File: src/rtl/posit_defines.sv
`default_nettype none
`timescale 1ns/1ps
// ============================================================================
//  Module      : posit_defines (package)
//  Description : Shared type definitions for the posit arithmetic blocks.
//                Holds the sequential leading-zero counter state encoding
//                and a small width helper used for index registers.
//  Revision    : 1.0 - initial release
// ============================================================================
package posit_defines;

    // Sequential leading-zero counter control states.
    typedef enum logic [1:0] {
        LZC_IDLE = 2'd0,
        LZC_SCAN = 2'd1,
        LZC_DONE = 2'd2
    } lzc_state_t;

    // Bits needed to index n items, never less than one so that a register
    // exists even when there is a single item.
    function automatic int unsigned clog2_min1(input int unsigned n);
        return (n <= 1) ? 1 : $clog2(n);
    endfunction

endpackage : posit_defines
`default_nettype wire

File: src/rtl/lzc_seq_lzd.sv
`default_nettype none
`timescale 1ns/1ps
// ============================================================================
//  Module      : LZD_N
//  Description : Combinational leading-zero detector for a C_N-bit word.
//                Returns the number of zeros above the most significant set
//                bit. The result for an all-zero word is don't-care; the
//                caller tests for zero on its own.
//  Ports       : in_i     [C_N-1:0]          word to examine, bit C_N-1 = MSB
//                count_o  [$clog2(C_N)-1:0]  leading-zero count, 0..C_N-1
//  Revision    : 1.0 - initial release
// ============================================================================
module LZD_N #(
    parameter int C_N = 64
) (
    input  logic [C_N-1:0]          in_i,
    output logic [$clog2(C_N)-1:0]  count_o
);

    localparam int C_CW = $clog2(C_N);

    logic w_found;

    // Priority scan from the MSB; the first set bit met fixes the count.
    always_comb begin
        w_found = 1'b0;
        count_o = '0;
        for (int i = C_N - 1; i >= 0; i--) begin
            if (!w_found && in_i[i]) begin
                count_o = C_CW'(C_N - 1 - i);
                w_found = 1'b1;
            end
        end
    end

endmodule : LZD_N
`default_nettype wire

File: src/rtl/lzc_seq.sv
`default_nettype none
`timescale 1ns/1ps
// ============================================================================
//  Module      : lzc_seq
//  Description : Sequential leading-zero counter. An accepted operand is
//                scanned one C_CHUNK-bit chunk per cycle, MSB chunk first,
//                through a single shared LZD_N. The result is held until the
//                consumer takes it.
//  Ports       : clk        clock, rising edge
//                rst_n      synchronous active-low reset
//                in_valid   operand offered
//                in_ready   block idle and able to accept
//                in_data    [C_W-1:0] operand, bit C_W-1 = MSB
//                out_valid  result available
//                out_ready  consumer accepts the result
//                out_count  [$clog2(C_W):0] leading-zero count, 0..C_W
//                out_zero   operand was all zeros
//                busy       scan in progress or result pending
//  Parameters  : C_W must be a multiple of C_CHUNK; C_CHUNK a power of two
//                and at least 2.
//  Revision    : 1.0 - initial release
// ============================================================================
module lzc_seq
    import posit_defines::*;
#(
    parameter int C_W     = 256,
    parameter int C_CHUNK = 64
) (
    input  logic                  clk,
    input  logic                  rst_n,
    input  logic                  in_valid,
    output logic                  in_ready,
    input  logic [C_W-1:0]        in_data,
    output logic                  out_valid,
    input  logic                  out_ready,
    output logic [$clog2(C_W):0]  out_count,
    output logic                  out_zero,
    output logic                  busy
);

    localparam int C_N_CHUNKS = C_W / C_CHUNK;
    localparam int C_K_W      = clog2_min1(C_N_CHUNKS);
    localparam int C_N_SLOTS  = 1 << C_K_W;
    localparam int C_CNT_W    = $clog2(C_W) + 1;
    localparam int C_LZD_W    = $clog2(C_CHUNK);

    localparam logic [C_K_W-1:0]   C_K_LAST = C_K_W'(C_N_CHUNKS - 1);
    localparam logic [C_CNT_W-1:0] C_STEP   = C_CNT_W'(C_CHUNK);
    localparam logic [C_CNT_W-1:0] C_FULL   = C_CNT_W'(C_W);

    // ------------------------------------------------------------------
    //  State
    // ------------------------------------------------------------------
    lzc_state_t           state_q, state_d;
    logic [C_K_W-1:0]     k_q, k_d;
    logic [C_CNT_W-1:0]   acc_q, acc_d;
    logic [C_W-1:0]       data_q, data_d;
    logic [C_CNT_W-1:0]   count_q, count_d;
    logic                 zero_q, zero_d;

    // ------------------------------------------------------------------
    //  Chunk multiplexer
    //  The slot table is padded to a power of two so that every value of
    //  k_q addresses a defined entry; the padding slots are never reached.
    // ------------------------------------------------------------------
    logic [C_CHUNK-1:0]   w_chunks [C_N_SLOTS];
    logic [C_CHUNK-1:0]   w_chunk;
    logic                 w_chunk_nz;
    logic [C_LZD_W-1:0]   w_lzd;

    for (genvar j = 0; j < C_N_SLOTS; j++) begin : g_chunk
        if (j < C_N_CHUNKS) begin : g_real
            assign w_chunks[j] = data_q[C_W-1-j*C_CHUNK -: C_CHUNK];
        end else begin : g_pad
            assign w_chunks[j] = '0;
        end
    end

    assign w_chunk    = w_chunks[k_q];
    // Zero test is done locally so the detector only has to supply a count.
    assign w_chunk_nz = |w_chunk;

    LZD_N #(
        .C_N     (C_CHUNK)
    ) u_lzd (
        .in_i    (w_chunk),
        .count_o (w_lzd)
    );

    // ------------------------------------------------------------------
    //  State register
    // ------------------------------------------------------------------
    always_ff @(posedge clk) begin
        if (!rst_n) begin
            state_q <= LZC_IDLE;
            k_q     <= '0;
            acc_q   <= '0;
            data_q  <= '0;
            count_q <= '0;
            zero_q  <= 1'b0;
        end else begin
            state_q <= state_d;
            k_q     <= k_d;
            acc_q   <= acc_d;
            data_q  <= data_d;
            count_q <= count_d;
            zero_q  <= zero_d;
        end
    end

    // ------------------------------------------------------------------
    //  Next-state logic
    // ------------------------------------------------------------------
    always_comb begin
        state_d = state_q;
        k_d     = k_q;
        acc_d   = acc_q;
        data_d  = data_q;
        count_d = count_q;
        zero_d  = zero_q;

        unique case (state_q)
            LZC_IDLE: begin
                if (in_valid) begin
                    // Operand is captured here so later changes on in_data
                    // cannot disturb the scan.
                    data_d  = in_data;
                    k_d     = '0;
                    acc_d   = '0;
                    state_d = LZC_SCAN;
                end
            end

            LZC_SCAN: begin
                if (w_chunk_nz) begin
                    count_d = acc_q + C_CNT_W'(w_lzd);
                    zero_d  = 1'b0;
                    state_d = LZC_DONE;
                end else if (k_q == C_K_LAST) begin
                    count_d = C_FULL;
                    zero_d  = 1'b1;
                    state_d = LZC_DONE;
                end else begin
                    acc_d = acc_q + C_STEP;
                    k_d   = k_q + 1'b1;
                end
            end

            LZC_DONE: begin
                if (out_ready) begin
                    state_d = LZC_IDLE;
                end
            end

            default: begin
                state_d = LZC_IDLE;
            end
        endcase
    end

    // ------------------------------------------------------------------
    //  Outputs
    // ------------------------------------------------------------------
    // rst_n gating keeps in_ready low during reset even before the first
    // reset edge has forced the state register to IDLE.
    assign in_ready  = rst_n && (state_q == LZC_IDLE);
    assign out_valid = (state_q == LZC_DONE);
    assign busy      = (state_q == LZC_SCAN) || (state_q == LZC_DONE);
    assign out_count = count_q;
    assign out_zero  = zero_q;

endmodule : lzc_seq
`default_nettype wire

File: config.mk
export PLATFORM = sky130hd
export DESIGN_NAME = lzc_seq
export DESIGN_NICKNAME = d
export VERILOG_FILES = /design/src/rtl/posit_defines.sv /design/src/rtl/lzc_seq_lzd.sv /design/src/rtl/lzc_seq.sv
export SDC_FILE = /design/constraint.sdc
export NUM_CORES = 1
export LEC_CHECK = 0
export BUFFER_PORTS_ARGS = -buffer_cell sky130_fd_sc_hd__buf_2
export CAP_MARGIN = 10
export CORE_UTILIZATION = 60
export CTS_BUF_LIST = sky130_fd_sc_hd__clkbuf_8
export CTS_CLUSTER_DIAMETER = 150
export DETAILED_ROUTE_END_ITERATION = 12
export PLACE_DENSITY_LB_ADDON = 0.12
export SLEW_MARGIN = 20
export SYNTH_ARGS = -nofsm -noshare
export SYNTH_HDL_FRONTEND = slang
export SYNTH_SLANG_ARGS = --single-unit
File: constraint.sdc
create_clock -name clk -period 5.4 [get_ports clk]
set_input_delay 0.54 -clock clk [delete_from_list [all_inputs] [get_ports clk]]
set_output_delay 0.54 -clock clk [all_outputs]
set_load 0.005 [all_outputs]
==> impl_metrics.py <==
metrics = {
    "detailed_routing": {
        "wl_mm": 31.9,
        "ant_nets": 0,
        "drt-vias-per-instance": 5.51,
        "dr.first_iter.drc_count": 705,
        "dr_total_vias": 11000,
        "routedWlPerCell_um": 16.0,
        "remaining_drc_errors": 0,
        "drtPass1Iterations": 5,
    },
    "placed_design": {
        "place.gp.congestion": 0.877,
        "post-dp-hpwl_mm": 22.8,
        "io_buffer_count": 272,
        "post-place-ws_ps": 1100,
    },
    "power": {
        "power.density_mw_per_mm2": 333,
        "power.total_mw": 5.04,
        "peakVddDrop_mv": 0.191,
        "p_leak_nw": 6.09,
    },
    "layout": {
        "drive_gt1_share_pct": 24.8,
        "syn2layout_area_growth_pct": 16.6,
        "layout_commonest_cell": "nand2_1",
        "layout_common_cells": "531 x nand2_1, 271 x dfxtp_1, 271 x buf_2, 256 x a21boi_0, 56 x mux4_2",
        "nets": 1953,
    },
    "global_route": {
        "antenna_found_initial": 1,
        "grt_max_degree": 160,
        "grt_pass1_vias": 10400,
        "grt_use_total_pct": 28.8,
        "grt-ovfl-total": 0,
        "grt_pass1_wl_mm": 50.8,
    },
    "sta": {
        "slew_violations": 0,
        "finalSetupTns_ps": 0,
        "max_slew_margin_pct": 38.5,
        "finalSetupViolations": 0,
        "fmax_mhz": 231,
        "setup_slack_ps": 1070,
        "fin_crit_sh_pct": 80.2,
        "fin_skew_ps": 13.4,
        "hold_viol": 0,
        "worst_slew_pin_slew_ps": 923,
        "rsz0062_at_grt": "no",
        "period_needed_ps": 4330,
    },
    "clock_network": {
        "cts_buffers": 44,
        "htreeDepth": 2,
        "postCtsSetupBuffers": 0,
        "clock_latency_ps": 550,
        "cts_tree": "done",
        "cts.reportedPaths.clkPinSlew_ps": 60,
        "root_buffer": "clkbuf_8",
        "cts.sink_count": 273,
        "clockBufferDepth": 3,
        "cts_resized": 0,
        "postCtsHoldBufs": 0,
    },
    "floorplan": {
        "fp.dieW_um": 149,
        "ioPinCount": 273,
        "die_y_um": 149,
        "dieArea_mm2": 0.0222,
        "num_rows": 53,
        "start_util_pct": 61.5,
        "design.core.area_mm2": 0.0211,
    },
    "synthesis": {
        "syn_inst": 1466,
        "ys_ff_latch": 273,
        "syn_area_per_cell_um2": 8.84,
        "synth_compound_area_share_pct": 19.1,
        "synthDistinctLibCells": 74,
        "syn_nets": 1732,
        "ys_seq_area_share_pct": 42.2,
        "synth_edf_count": 0,
        "synth-xor-area-share_pct": 0.270,
        "async_flop_share_pct": 0,
        "synth.cell_area_mm2": 0.0130,
        "synthMuxAreaShare_pct": 11.4,
        "synth_top_family_by_area": "simple AND/OR/NAND/NOR gates",
        "yosys_warnings": 0,
        "synth_top_flop_cell": "dfxtp_1",
        "synthSimpleGateAreaFrac_pct": 22.0,
        "synthAdderAreaFrac_pct": 0.579,
    },
    "critical_path": {
        "critPathLaunchType": "flop",
        "critical_path_arrival_ps": 4770,
        "ff2ff_setup_slack_ps": 1070,
        "path_class": "reg -> reg",
        "cp.required_ps": 5840,
        "endpoint_kind": "flop",
        "crit_fanout": 48,
    },
    "run_status": {
        "status": "completed",
    },
    "run": {
        "drv_cap": 0,
    },
    "worst_hold_path": {
        "min_path_type": "in -> reg",
    },
}
==> worst paths after layout <==
kind,startpoint,end,depth (start not counted)
hold / removal,in_data[65],data_q[65],3
hold reg to reg,data_q[168],data_q[168],2
setup reg to reg,k_q[1],acc_q[8],9
setup / recovery,k_q[1],acc_q[8],9
==> cell type report <==
class	instances	area [µm²]
timing repair buffer	279	1450
antenna	1	2.50
clock buffer	50	688
sequential	273	5470
clock inverter	25	151
fill	1686	5980
inverter	18	67.6
multi-input combinational	1071	6940
tap	275	344
==> state kept, by name, indices dropped and copies added (netlist names) <==
register and cells:
out_count 9, acc_q 3, k_q 2, data_q 256, out_zero 1, state_q 2
==> worst max-delay path, cell delays in order (launching register included) <==
cell and delay (ps):
dfxtp_4 870, buf_4 420, mux4_2 590, nor4_2 540, nand3b_4 290, nor3_2 490, and3_1 290, o21ai_1 240
o21a_1 250, o21ba_1 180
==> synth_stat cells, types with 4 or more instances <==
master	number	area share, %
nor2_1	35	1.0
o21ai_1	5	0.19
or4_4	8	0.70
mux4_1	8	1.6
clkbuf_1	88	2.5
nand2_1	532	15
or2_2	4	0.19
buf_12	4	0.62
nor2b_1	5	0.24
o21a_1	5	0.29
o21bai_1	6	0.35
a21boi_1	5	0.29
nor4b_1	6	0.41
and3_1	4	0.19
inv_1	18	0.52
a21oi_1	20	0.77
o21ai_0	9	0.35
nand2b_1	4	0.19
a21boi_0	256	15
and2_1	4	0.19
nand3_1	8	0.31
nor3_1	16	0.62
or4_1	4	0.23
mux4_2	56	9.7
ha_1	6	0.58
dfxtp_1	273	42
nor4_1	6	0.29
==> where the power goes <==
part	switching [mW]	leakage, nW	internal (mW)
clock network	0.783	0.505	0.935
logic	0.581	3.35	0.452
registers	0.119	2.24	2.17
==> routing by layer <==
layer,GRT usage [%],vias up,share of wire [%]
met1,38.8,5119,44
met4,9.90,0,2.5
met2,47.2,334,47
li1,-,5463,-
met5,0,-,0
met3,4.34,63,6.0
==> kinds of logic after synthesis <==
kind of cell / after synthesis
compound gates: 334
xor+xnor: 4
fa+ha+maj: 6
buf+inv: 122
flops: 273
mux: 65
other cells: 1
simple gates: 661
==> through the flow <==
step	util (%)	std cells	hold WS [ps]	area, µm²
2_1_floorplan	-	1466	439	13000
5_1_grt	71.7	1992	250	15100
3_5_place_dp	67.7	1916	455	14300
6_report	71.7	1992	244	15100
4_1_cts	71.6	1991	227	15100
3_3_place_gp	67.7	1916	450	14300
Power figures use the tool's default switching activity.
